## src/rtl/scc_pkg.sv

```systemverilog
// Shared types and constants for the register-file bank: default sizes,
// the CPSR flag layout and the write-data source select encoding.
package scc_pkg;

    localparam int DATA_W_DEF   = 32;
    localparam int NUM_REGS_DEF = 8;

    typedef struct packed {
        logic n;
        logic z;
        logic c;
        logic v;
    } cpsr_t;

    localparam logic WR_SEL_ALU = 1'b0;
    localparam logic WR_SEL_ID  = 1'b1;

endpackage

```

## src/rtl/reg_file_sb.sv

```systemverilog
// Pending-write scoreboard: one bit per GPR, set on multi-cycle issue,
// cleared by the completing write, with per-port busy lookup.
module reg_file_sb #(
    parameter int NUM_REGS     = 8,
    parameter int NUM_RD_PORTS = 2,
    parameter int ADDR_W       = 3
) (
    input  logic                           clk,
    input  logic                           rst,
    input  logic                           sb_set,
    input  logic [ADDR_W-1:0]              sb_addr,
    input  logic                           wr_en,
    input  logic [ADDR_W-1:0]              wr_addr,
    input  logic [NUM_RD_PORTS*ADDR_W-1:0] rd_addr,
    output logic [NUM_RD_PORTS-1:0]        rd_busy
);

    logic [NUM_REGS-1:0] pend;

    // A new issue to the same register supersedes the completion landing this edge.
    always_ff @(posedge clk) begin
        if (rst) begin
            pend <= '0;
        end else begin
            for (int i = 0; i < NUM_REGS; i++) begin
                if (sb_set && (sb_addr == ADDR_W'(i)))
                    pend[i] <= 1'b1;
                else if (wr_en && (wr_addr == ADDR_W'(i)))
                    pend[i] <= 1'b0;
            end
        end
    end

    always_comb begin
        rd_busy = '0;
        for (int p = 0; p < NUM_RD_PORTS; p++)
            rd_busy[p] = pend[rd_addr[p*ADDR_W +: ADDR_W]];
    end

endmodule

```

## src/rtl/reg_file_bank.sv

```systemverilog
// GPR bank with pending scoreboard and CPSR flags, between decode and execute.
// Optional same-cycle write-to-read forwarding when REG_FILE_BYPASS_EN is defined.
module reg_file_bank
    import scc_pkg::*;
#(
    parameter  int DATA_W       = DATA_W_DEF,
    parameter  int NUM_REGS     = NUM_REGS_DEF,
    parameter  int NUM_RD_PORTS = 2,
    localparam int ADDR_W       = $clog2(NUM_REGS)
) (
    input  logic                           clk,
    input  logic                           rst,
    input  logic [NUM_RD_PORTS*ADDR_W-1:0] rd_addr,
    output logic [NUM_RD_PORTS*DATA_W-1:0] rd_data,
    output logic [NUM_RD_PORTS-1:0]        rd_busy,
    input  logic                           wr_en,
    input  logic [ADDR_W-1:0]              wr_addr,
    input  logic [DATA_W-1:0]              wr_data_alu,
    input  logic [DATA_W-1:0]              wr_data_id,
    input  logic                           wr_data_sel,
    input  logic                           sb_set,
    input  logic [ADDR_W-1:0]              sb_addr,
    input  logic                           cpsr_wr,
    input  logic [3:0]                     cpsr_wr_data,
    output logic [3:0]                     cpsr
);

    logic [DATA_W-1:0] regs [NUM_REGS];
    logic [DATA_W-1:0] wr_data;
    cpsr_t             cpsr_q;

    assign wr_data = (wr_data_sel == WR_SEL_ID) ? wr_data_id : wr_data_alu;

    always_ff @(posedge clk) begin
        if (rst) begin
            for (int i = 0; i < NUM_REGS; i++)
                regs[i] <= '0;
        end else if (wr_en) begin
            regs[wr_addr] <= wr_data;
        end
    end

    always_ff @(posedge clk) begin
        if (rst)
            cpsr_q <= '0;
        else if (cpsr_wr)
            cpsr_q <= cpsr_t'(cpsr_wr_data);
    end

    always_comb begin
        rd_data = '0;
        for (int p = 0; p < NUM_RD_PORTS; p++) begin
            rd_data[p*DATA_W +: DATA_W] = regs[rd_addr[p*ADDR_W +: ADDR_W]];
`ifdef REG_FILE_BYPASS_EN
            if (wr_en && (wr_addr == rd_addr[p*ADDR_W +: ADDR_W]))
                rd_data[p*DATA_W +: DATA_W] = wr_data;
`endif
        end
    end

`ifdef REG_FILE_BYPASS_EN
    assign cpsr = cpsr_wr ? cpsr_wr_data : cpsr_q;
`else
    assign cpsr = cpsr_q;
`endif

    reg_file_sb #(
        .NUM_REGS     (NUM_REGS),
        .NUM_RD_PORTS (NUM_RD_PORTS),
        .ADDR_W       (ADDR_W)
    ) u_sb (
        .clk     (clk),
        .rst     (rst),
        .sb_set  (sb_set),
        .sb_addr (sb_addr),
        .wr_en   (wr_en),
        .wr_addr (wr_addr),
        .rd_addr (rd_addr),
        .rd_busy (rd_busy)
    );

endmodule
```

## config.mk

```make
export PLATFORM = sky130hd
export DESIGN_NAME = reg_file_bank
export DESIGN_NICKNAME = d
export VERILOG_FILES = /design/src/rtl/scc_pkg.sv /design/src/rtl/reg_file_sb.sv /design/src/rtl/reg_file_bank.sv
export SDC_FILE = /design/constraint.sdc
export NUM_CORES = 1
export LEC_CHECK = 0
export ABC_CLOCK_PERIOD_IN_PS = 2700
export BUFFER_PORTS_ARGS = -buffer_cell sky130_fd_sc_hd__buf_2
export CORE_ASPECT_RATIO = 2
export CORE_MARGIN = 4
export CORE_UTILIZATION = 30
export DETAILED_ROUTE_END_ITERATION = 10
export PLACE_DENSITY = 0.5
export SLEW_MARGIN = 20
export SYNTH_ARGS = -nofsm -noshare
export SYNTH_HDL_FRONTEND = slang
export SYNTH_SLANG_ARGS = --single-unit
```

## constraint.sdc

```tcl
create_clock -name clk -period 2.7 [get_ports clk]
set_input_delay 0.54 -clock clk [delete_from_list [all_inputs] [get_ports clk]]
set_output_delay 0.54 -clock clk [all_outputs]
set_load 0.1 [all_outputs]
```

Word level (Yosys, flattened, before mapping)
Memories as Yosys holds them, arrays and structs flattened.
Index checks and enable logic that the tools add are counted.
- bits in registers: 12
- RAM bits: 256
- bits of input ports: 86
- output and inout port bits: 70
- memories kept: 1
- memory list (name ; words ; width ; rd ports ; clocked after Yosys merged registers in ; write ports ; line ; text):
    regs ; 8 ; 32 ; 2 ; 0 ; 8 ; reg_file_bank.sv:28 ; logic [DATA_W-1:0] regs [NUM_REGS];
- magnitude comparators: 2
- eq/ne operators: 14
- multiplexer cells: 29
- reduce and logical (&&, ||, !) cells: 27
- operators with widths (operator ; number):
    $mux 32 ; 2
    $reduce_or 32->1 ; 1
    $eq 3x3->1 const B ; 8
    $mux 1 ; 24
    $logic_and 1x1->1 ; 16
    $reduce_bool 2->1 ; 8
    $eq 3x2->1 const B ; 4
    $lt 3x4->1 const B ; 2
    $bmux 1 s3 ; 2
    $eq 3x1->1 const B ; 2
    $logic_not 3->1 ; 2
    $mux 3 ; 1

Longest topological paths before layout
- depth after elaboration: 5
- gate-level depth with buffers: 5
- mapped depth without buffers: 3

Cells and area by module
Synthesis repeated with hierarchy kept, for this count alone.
- cells, all modules: 909
- area, all modules: 14403.8 µm²
- by module, submodules not included (module ; instances ; cells each ; area each (µm²)):
    reg_file_bank ; 1 ; 861 ; 13940.9
    reg_file_sb ; 1 ; 48 ; 462.9

Worst setup path before layout
OpenSTA, ideal clock, no wires.
- kind: input-to-output
- start: input port rd_addr[0]
- end: output port rd_data[24]
- data arrival time: 1877 ps
- slack: 283 ps
- cell stages on the path: 4
- buffers on the path: 2
- cell sequence: buf_6 > buf_6 > mux4_1 > mux2_2
- word-level cells in the longest chain between the ends: 1
- ends and longest elaborated chain (item ; line ; text):
    start, declared ; reg_file_bank.sv:13 ; input logic [NUM_RD_PORTS*ADDR_W-1:0] rd_addr,
    $mem_v2 8x32 ; n/a ;
    end, declared ; reg_file_bank.sv:14 ; output logic [NUM_RD_PORTS*DATA_W-1:0] rd_data,
No other way between the ends.

Worst setup path after layout
- start: input port rd_addr[0]
- end: output port rd_data[5]
The elaborated chain is that of the path after synthesis.

==> flow_summary_export.csv <==
group,metric,value,unit
finish,fin_area,0.01690,sq mm
cts,clk_path_buf_depth,3,
placed_design,gp_congestion,0.7778,
critical_path,slowest_delay,0.49,ns
detailed_routing,via_count,8587,
sta,worstMarginPinSlew,0.9010,ns
die,fp.dieArea,0.04930,sq mm
outcome,status,"completed",
cts,cts_setup_buffers,0,
logic_synthesis,synth_top_family_by_area,"multiplexers",
critical_path,cp-start-kind,"input pin",
global_routing,grt_pass1_vias,9362,
sta,maxSlewViolCount,0,
finish,drive_gt1_share,43.04,%
critical_path,path_delay_family,"buffers and inverters",
critical_path,path_cells,"buf_4, buf_12, buf_12, mux4_2, mux2_2, buf_2",
logic_synthesis,syn_area,0.01368,sq mm
detailed_routing,drc,0,
logic_synthesis,synth_cell_type_count,32,
placed_design,pre_cts_slack,-0.004649,ns
detailed_routing,ant_nets,0,
logic_synthesis,synth_seq_cells,268,
sta,min_period,2.677,ns
critical_path,path_max_fanout,7,
hold_path,min-delay-path-class,"in -> reg",
cts,cts_inserted_buffers,25,
detailed_routing,wl_per_cell,26.01,microns
detailed_routing,via_per_inst,5.242,
critical_path,startpoint,"rd_addr[0]",
sta,max_slew_margin,38.22,%
critical_path,crit_path_end_kind,"output pin",
critical_path,cp.depth,6,
critical_path,crit_type,"in -> out",
die,num_rows,110,
global_routing,grt_max_degree,34,
logic_synthesis,synthMuxAreaShare,30.19,%
sta,hold_viol,0,
placed_design,dp_cells,1594,
finish,instances_no_fill,1638,
finish,nNetsFinal,1147,
logic_synthesis,syn_nets,962,
pwr,cellLeakagePower,6.231,nW
logic_synthesis,yosysSeqAreaShare,57.94,%
cts,cts_root_buf,"clkbuf_16",
critical_path,timing.rr.start,"u_sb.pend[2]$_SDFFE_PP0P_",
finish,area_delta_synth_final,23.52,%
sta,setup_viol,0,
logic_synthesis,postSynthAreaPerCell,15.62,sq um
logic_synthesis,synth_xor_area_share,0,%
placed_design,io_buffers,155,
die,die_h,310.0,microns
detailed_routing,first_pass_iters,5,
finish,antennaDiodeCount,0,
finish,layout_commonest_cell,"nor2_1",
die,start_util,30.40,%
critical_path,r2r_end,"u_sb.pend[2]$_SDFFE_PP0P_",
global_routing,grt_usage,17.11,%
logic_synthesis,synthSimpleGateAreaFrac,8.047,%
critical_path,slowest_stage,"mux4_2",
critical_path,rrSetupSlack,1.97,ns
global_routing,grt_first_pass_wirelength,62.20,mm
logic_synthesis,yosysWarnings,0,
cts,htree_levels,1,
logic_synthesis,yosys.area_share.adder,0,%
sta,finalSetupTns,0,ns
logic_synthesis,synth-compound-area-share,0.9601,%
global_routing,antenna_found_initial,0,
die,core_area,0.04501,sq mm
cts,cts.sinks,268,
sta,finalClockSkew,0,ns
placed_design,place_area,0.01613,sq mm
sta,post-route-period-util,99.16,%
run,drv_cap,0,
detailed_routing,drt_iter0_markers,639,
critical_path,crit_arrival,2.14,ns
critical_path,endpoint,"rd_data[5]",
sta,fmax,0.3735,GHz
critical_path,reg2regPathDepth,2,
cts,hold_buffers,0,
die,die_w,159.0,microns
critical_path,critPathRequiredTime,2.16,ns
detailed_routing,wl,42.61,mm
finish,fillers,4198,
cts,path_clk_slew,0.06,ns
finish,final_cell_mix,"262 x nor2_1, 256 x edfxtp_1, 122 x buf_2",
pwr,p_total,11.09,mW
critical_path,cp_num_buf_inv,4,
sta,rsz0062_at_grt,"true",
pwr,powerDensity,656.3,mW/mm^2
placed_design,dp_hpwl,27.42,mm
pwr,ir_drop,0.3462,mV
cts,cts_tree,"built",
die,ios,156,
sta,final.setup.worst_slack,0.02268,ns
global_routing,overflow,0,
logic_synthesis,netlist_instances,876,
critical_path,cpMostUsedCell,"buf_12",
cts,clk_latency,0.53,ns
-- tightest hold or removal path, delay by kind of cell --
kind	cells	cell delay [ns]
mux	1	0.06
simple gates	1	0.07
buf+inv	1	0.08
-- power breakdown --
| part | leakage [nW] | internal [mW] | switching [mW] |
|---|---|---|---|
| Sequential | 2.57 | 4.83 | 0.125 |
| Clock | 0.375 | 1.79 | 1.55 |
| Combinational | 3.28 | 0.948 | 1.85 |
-- worst min-delay path by stage --
stage                                      endpoint                       from  slack, ns  depth (start not counted)
final                          cpsr[1]$_SDFFE_PP0P_            cpsr_wr_data[1]       0.25                          3
after global placement    u_sb.pend[5]$_SDFFE_PP0P_  u_sb.pend[5]$_SDFFE_PP0P_       0.46                          2
after global routing           cpsr[1]$_SDFFE_PP0P_            cpsr_wr_data[1]       0.27                          3
after detailed placement  u_sb.pend[5]$_SDFFE_PP0P_  u_sb.pend[5]$_SDFFE_PP0P_       0.47                          2
after floorplan           u_sb.pend[4]$_SDFFE_PP0P_  u_sb.pend[4]$_SDFFE_PP0P_       0.44                          2
after CTS                      cpsr[1]$_SDFFE_PP0P_            cpsr_wr_data[1]       0.23                          3
-- routing by layer --
layer | vias to the layer above | track usage, % | wire, microns
met2 | 248 | 34.27 | 24360
met1 | 4520 | 19.15 | 15410
li1 | 3772 | - | -
met4 | 0 | 4.747 | 1038
met3 | 47 | 1.617 | 1799
met5 | - | 0 | 0
-- registers in the layout, indices dropped and copies added, names as in the netlist --
| signal | flops |
|---|---|
| cpsr | 4 |
| regs | 256 |
| u_sb.pend | 8 |
-- cells by family after synthesis --
logic type | count (synthesis)
muxes | 234
buffers and inverters | 74
AOI/OAI and AO/OA | 17
DFF | 268
and+or+nand+nor | 283
-- per-stage QoR --
stage,hold WS (ns),util (%)
6_report,0.2547,37.55
3_3_place_gp,0.4555,35.85
2_1_floorplan,0.4386,-
5_1_grt,0.2662,37.55
3_5_place_dp,0.4676,35.85
4_1_cts,0.2331,37.50
-- final cells by class --
cell class | instances | area, sq um | area share [%]
multi-input combinational | 534 | 5394 | 31.91
clock buffer | 28 | 636.9 | 3.768
inverter | 7 | 26.28 | 0.1555
tap | 560 | 700.7 | 4.146
timing repair buffer | 225 | 2112 | 12.50
clock inverter | 16 | 103.9 | 0.6145
sequential | 268 | 7928 | 46.91
-- Yosys cell counts --
| cell | n | area [sq um] |
|---|---|---|
| or4_1 | 1 | 7.510 |
| nor2_1 | 262 | 983.4 |
| a21oi_1 | 1 | 5.000 |
| o22ai_1 | 2 | 12.51 |
| a31o_2 | 4 | 35.03 |
| o21ai_0 | 2 | 10.01 |
| a41o_1 | 1 | 10.01 |
| nand3b_1 | 1 | 7.510 |
| buf_1 | 3 | 11.26 |
| mux4_2 | 117 | 2635 |
| clkbuf_1 | 33 | 123.9 |
| dlygate4sd1_1 | 1 | 8.760 |
| nand2_1 | 9 | 33.78 |
| edfxtp_1 | 256 | 7687 |
| inv_1 | 7 | 26.28 |
| nand3_1 | 3 | 15.01 |
| mux2i_1 | 36 | 360.4 |
| nor2b_1 | 3 | 18.77 |
| mux2_2 | 66 | 743.2 |
| nand2b_1 | 1 | 6.260 |
| mux4_1 | 14 | 367.9 |
| buf_6 | 9 | 101.4 |
| and3b_1 | 1 | 8.760 |
| a21bo_2 | 1 | 10.01 |
| nor3b_2 | 1 | 12.51 |
| o32ai_1 | 3 | 26.28 |
| buf_2 | 20 | 100.1 |
| buf_12 | 1 | 20.02 |
| dfxtp_1 | 12 | 240.2 |
| nor3b_1 | 1 | 7.510 |
| mux4_4 | 1 | 25.02 |
| a21o_1 | 3 | 22.52 |
-- timing repair --
item,4_1_cts,5_1_grt
setup endpoints to repair,3,5
resized for setup,2,8
gates cloned,0,0
hold endpoints to repair,0,0
Note: power is estimated with default switching activity, not from simulation.
